<file path="config.mk">
export PLATFORM = sky130hd
export DESIGN_NAME = mem_arbiter
export DESIGN_NICKNAME = d
export VERILOG_FILES = /design/src/rtl/mem_arbiter.sv
export SDC_FILE = /design/constraint.sdc
export NUM_CORES = 1
export LEC_CHECK = 0
export CORE_ASPECT_RATIO = 2
export CORE_MARGIN = 4
export CORE_UTILIZATION = 27
export DETAILED_ROUTE_END_ITERATION = 7
export PLACE_DENSITY = 0.69
export SLEW_MARGIN = 5
export SYNTH_ARGS = -nofsm -noshare
export SYNTH_HDL_FRONTEND = slang
export SYNTH_SLANG_ARGS = --single-unit
export TNS_END_PERCENT = 30
</file>
<file path="constraint.sdc">
create_clock -name i_clk -period 3.04 [get_ports i_clk]
set_input_delay 0.304 -clock i_clk [delete_from_list [all_inputs] [get_ports i_clk]]
set_output_delay 0.304 -clock i_clk [all_outputs]
set_load 0.05 [all_outputs]
</file>
<file path="src/rtl/mem_arbiter.sv">
// Two-port round-robin arbiter in front of a single-port memory.
// One access per three cycles: grant, issue, acknowledge.
module mem_arbiter #(
  parameter int AW = 32,
  parameter int DW = 32
) (
  input  logic          i_clk,
  input  logic          i_rst,
  input  logic          i_req0,
  input  logic [AW-1:0] i_addr0,
  input  logic [DW-1:0] i_wdata0,
  input  logic [DW/8-1:0] i_wmask0,
  output logic          o_ack0,
  output logic [DW-1:0] o_rdata0,
  input  logic          i_req1,
  input  logic [AW-1:0] i_addr1,
  input  logic [DW-1:0] i_wdata1,
  input  logic [DW/8-1:0] i_wmask1,
  output logic          o_ack1,
  output logic [DW-1:0] o_rdata1,
  output logic [AW-1:0] o_mem_addr,
  output logic [DW-1:0] o_mem_wdata,
  output logic [DW/8-1:0] o_mem_wmask,
  output logic          o_mem_ren,
  input  logic [DW-1:0] i_mem_rdata,
  output logic          o_busy
);

  typedef enum logic [1:0] {
    S_IDLE,
    S_ISSUE,
    S_DONE
  } state_t;

  state_t r_state;
  logic   r_ptr;
  logic   r_win;
  logic   r_rd;

  logic            w_any;
  logic            w_gnt1;
  logic [AW-1:0]   w_addr;
  logic [DW-1:0]   w_wdata;
  logic [DW/8-1:0] w_wmask;

  assign w_any   = i_req0 | i_req1;
  // r_ptr=1 hands priority to port 1 when both request
  assign w_gnt1  = i_req1 & (~i_req0 | r_ptr);
  assign w_addr  = w_gnt1 ? i_addr1  : i_addr0;
  assign w_wdata = w_gnt1 ? i_wdata1 : i_wdata0;
  assign w_wmask = w_gnt1 ? i_wmask1 : i_wmask0;

  always_ff @(posedge i_clk or posedge i_rst) begin
    if (i_rst) begin
      r_state     <= S_IDLE;
      r_ptr       <= 1'b0;
      r_win       <= 1'b0;
      r_rd        <= 1'b0;
      o_ack0      <= 1'b0;
      o_ack1      <= 1'b0;
      o_mem_ren   <= 1'b0;
      o_mem_wmask <= '0;
      o_mem_addr  <= '0;
      o_mem_wdata <= '0;
    end else begin
      o_ack0      <= 1'b0;
      o_ack1      <= 1'b0;
      o_mem_ren   <= 1'b0;
      o_mem_wmask <= '0;
      case (r_state)
        S_IDLE: begin
          if (w_any) begin
            r_win       <= w_gnt1;
            r_ptr       <= ~w_gnt1;
            r_rd        <= (w_wmask == '0);
            o_mem_addr  <= w_addr;
            o_mem_wdata <= w_wdata;
            o_mem_wmask <= w_wmask;
            o_mem_ren   <= (w_wmask == '0);
            r_state     <= S_ISSUE;
          end
        end
        S_ISSUE: begin
          o_ack0  <= ~r_win;
          o_ack1  <= r_win;
          r_state <= S_DONE;
        end
        S_DONE:  r_state <= S_IDLE;
        default: r_state <= S_IDLE;
      endcase
    end
  end

  // memory data arrives in the ack cycle, so it is passed through
  assign o_rdata0 = (o_ack0 && r_rd) ? i_mem_rdata : '0;
  assign o_rdata1 = (o_ack1 && r_rd) ? i_mem_rdata : '0;
  assign o_busy   = (r_state != S_IDLE);

endmodule

</file>
* Yosys cells after proc, flatten, opt, wreduce, memory -nomap -nowiden *
Cells that the tools add are included.

cells by class
  add/subtract/negate cells = 0
  $mul = 0
  div/mod/pow operators = 0
  order comparisons = 0
  equality and inequality tests = 2
  shifts and indexed selects = 0
  multiplexer cells = 13
  bitwise logic cells = 6
  reduce and logical (&&, ||, !) cells = 6

operator list
  operator              count
  $mux W32              4
  $mux W4               3
  $logic_not A4 Y1      1
  $mux W1               4
  $pmux W2 S2           1
  $not A1 Y1            3
  $eq A2 B1 Y1 const B  1
  $logic_and A1 B1 Y1   2
  $logic_not A2 Y1      1
  $mux W2               1
  $ne A2 B2 Y1 const B  1
  $or A1 B1 Y1          2
  $reduce_and A2 Y1     1
  $reduce_bool A2 Y1    1
  $and A1 B1 Y1         1

storage, ports and cells
  bits in registers = 76
  latch bits = 0
  memory bits (writable) = 0
  ROM bits = 0
  bits of input ports = 172
  output and inout bits = 136
  logic and storage cells = 37
  memories = 0

* Longest topological paths before layout *
  depth in word-level cells = 7
  mapped depth = 6
  mapped depth without buffers = 4

* Worst setup path before layout *
No wires, ideal clock.

  kind = reg2out
  from = reg o_ack0
  to = out o_rdata0[31]
  arrival = 1392 ps
  data required time = 2736 ps
  setup slack = 1344 ps
  cell stages (with the launch flop) = 3
  cell sequence = dfrtp_1 > clkbuf_1 > and3_1

between the ends
  longest elaborated chain between the ends = 2

ends and longest elaborated chain
  item                    line  text
  from (decl)             13    output logic o_ack0,
  from (signal assigned)  84    o_ack0 <= ~r_win;
  $logic_and A1 B1 Y1     95    assign o_rdata0 = (o_ack0 && r_rd) ? i_mem_rdata : '0;
  $mux W32                95
  to (decl)               14    output logic [DW-1:0] o_rdata0,

No other way between the ends.

* Worst setup path after layout *
  from = reg o_ack0
  to = out o_rdata0[16]

The elaborated chain is that of the path after synthesis.

==> qor.yml <==
floorplan:
  die_h_um: 174
  coreArea_um2: 13500
  rows: 60
  die-width_um: 91.2
  die_area_um2: 15900
  initial_core_util_pct: 27.7
  pin_count: 308
clock_network:
  numCtsBuffers: 9
  cts_hold_buf: 0
  path_clk_slew_ns: 0.06
  cts_resized: 0
  htreeDepth: 3
  root_buffer: "clkbuf_16"
  clk_latency_ns: 0.34
  cts_setup_buffers: 0
  max-clock-path-buffers: 2
  numClockSinks: 76
  cts_tree: "built"
grt:
  antenna_found_initial: 2
  grt_pass1_vias: 4293
  grt_pass1_wl_um: 23900
  grt-ovfl-total: 0
  grtUsageTotal_pct: 19.6
  grt_max_degree: 66
min_path:
  holdPathStages: 1
  min_to: "o_ack0"
  hold_path.class: "reg2reg"
  min_from: "r_win"
yosys:
  synthCells: 330
  async_reset_ff_share_pct: 100
  syn_nets: 502
  ys_seq_elements: 76
  ys_seq_area_share_pct: 50.8
  synth_area_um2: 3740
  synth_cell_types: 23
  ys.flop_type: "dfrtp_1"
  synth_edf_count: 0
  syn_avg_cell_area_um2: 11.3
  yosysWarnings: 0
timing:
  rsz0062_at_grt: "false"
  hold_viol: 0
  setup_tns_ns: 0
  slew_violations: 0
  setup_viol: 0
  clock.fmax_ghz: 0.393
  fin_crit_sh_pct: 83.7
  worst_pin_slew_ns: 0.923
  finClkSkew_ns: 0.0101
  relSlewSlack_pct: 38.4
  post-route-min-period_ns: 2.54
placed_design:
  io_buffers: 307
  finalWeightedCongestion: 0.803
  dp_hpwl_um: 13100
critical_path:
  cp.arrival_ns: 2.24
  path_max_fanout: 33
  critPathRequiredTime_ns: 2.74
  worstSetupEndpointType: "output port"
  rrSetupSlack_ns: 1.13
  reg2reg_depth: 5
  cp-start-kind: "flip-flop"
  r2r_end: "o_mem_addr[5]"
  reg2reg_from: "r_state[1]"
  path_class: "reg2out"
routing:
  wl_per_cell_um: 20.8
  drc: 0
  drtAntennaViolNets: 0
  drtIter0Drc: 150
  dr.pass1.iters: 5
  wl_um: 16300
  viasPerCell: 5.14
  via_count: 4036
status:
  status: "finished clean"
power_and_ir_drop:
  power_density_nw_per_um2: 993
  vdd_drop_max_mv: 0.630
  leakagePower_nw: 3.16
layout:
  post-route-util_pct: 53.2
  fillerInstances: 1222
  drive_above_1_share_pct: 5.73
  final_common_cell: "clkdlybuf4s50_1"
  nets: 795
  final_cell_mix: "clkdlybuf4s50_1 (307), dfrtp_1 (76), and2_1 (66), a221o_1 (64), and3_1 (64)"
  syn_to_final_growth_pct: 92.2
run:
  max-cap-violations: 0
==> per-stage QoR <==
stage               setup WS (ns)  std cells  hold WS [ns]  power, W  area [µm²]
floorplan                   0.798        330         0.417   0.00462        3740
detailed placement          0.715        767         0.440   0.00616        6900
global route                0.374        785         0.472   0.00750        7190
global placement            0.795        767         0.440   0.00610        6900
finish                      0.496        785         0.447   0.00714        7190
CTS                         0.466        783         0.448   0.00722        7180
==> cell type report <==
cell class                      instances  area (µm²)  area share (%)
Tap cell                              155         194            2.70
Clock buffer                            9         225            3.13
Antenna cell                            2        5.00          0.0696
Clock inverter                          7        55.1           0.766
Timing Repair Buffer                  316        3140            43.7
Sequential cell                        76        1900            26.5
Multi-Input combinational cell        216        1650            23.0
Inverter                                4        16.3           0.226
==> cell usage after synthesis, types with 3 or more instances <==
library cell | n | area share [%]
dfrtp_1 | 76 | 51
and2_1 | 66 | 11
a221o_1 | 64 | 17
and3_1 | 64 | 11
clkbuf_1 | 22 | 2.2
buf_6 | 6 | 1.8
buf_4 | 5 | 1.0
nor2_1 | 4 | 0.40
mux2i_1 | 3 | 0.80
==> logic make-up after synthesis <==
family	count (synthesis)	share of synthesized area (%)
buffers and inverters	38	5.55
multiplexers	5	1.40
flip-flops	76	50.8
AO/OA/AOI/OAI	70	19.0
AND/OR/NAND/NOR	141	23.2
==> metal layers <==
metal / part of all wire (%) / up-vias / track usage, %
met5: 0 / - / 0
met4: 4.5 / 0 / 11.0
met3: 7.1 / 38 / 4.46
met2: 56 / 273 / 37.9
met1: 33 / 1898 / 18.4
li1: - / 1827 / -
==> worst max-delay path by stage <==
stage / end / slack, ns / start
2_1_floorplan: o_ack0 / 0.80 / i_rst
3_3_place_gp: o_mem_wdata[23] / 0.79 / i_req1
3_5_place_dp: o_mem_wdata[25] / 0.72 / i_req1
4_1_cts: o_rdata1[30] / 0.47 / o_ack1
5_1_grt: o_rdata1[30] / 0.37 / o_ack1
6_report: o_rdata0[16] / 0.50 / o_ack0
==> report_power, final <==
part | internal [W] | leakage, nW | switching, W | total [W]
sequential | 0.00149 | 0.946 | 0.000309 | 0.00180
combinational | 0.00166 | 2.08 | 0.00268 | 0.00433
clock | 0.000564 | 0.139 | 0.000446 | 0.00101
total | 0.00371 | 3.16 | 0.00343 | 0.00714
==> flip-flops by register name (all words and copies together) (netlist names) <==
signal	flops
o_mem_addr	32
r_win	1
r_state	2
o_mem_ren	1
o_mem_wmask	4
o_ack1	1
o_ack0	1
o_mem_wdata	32
r_ptr	1
r_rd	1
==> critical path: stages (launching register included) <==
cell and delay [ns]:
dfrtp_1 0.84, and3_1 0.25, clkdlybuf4s50_1 0.81
Note: power is estimated with default switching activity, not from simulation.
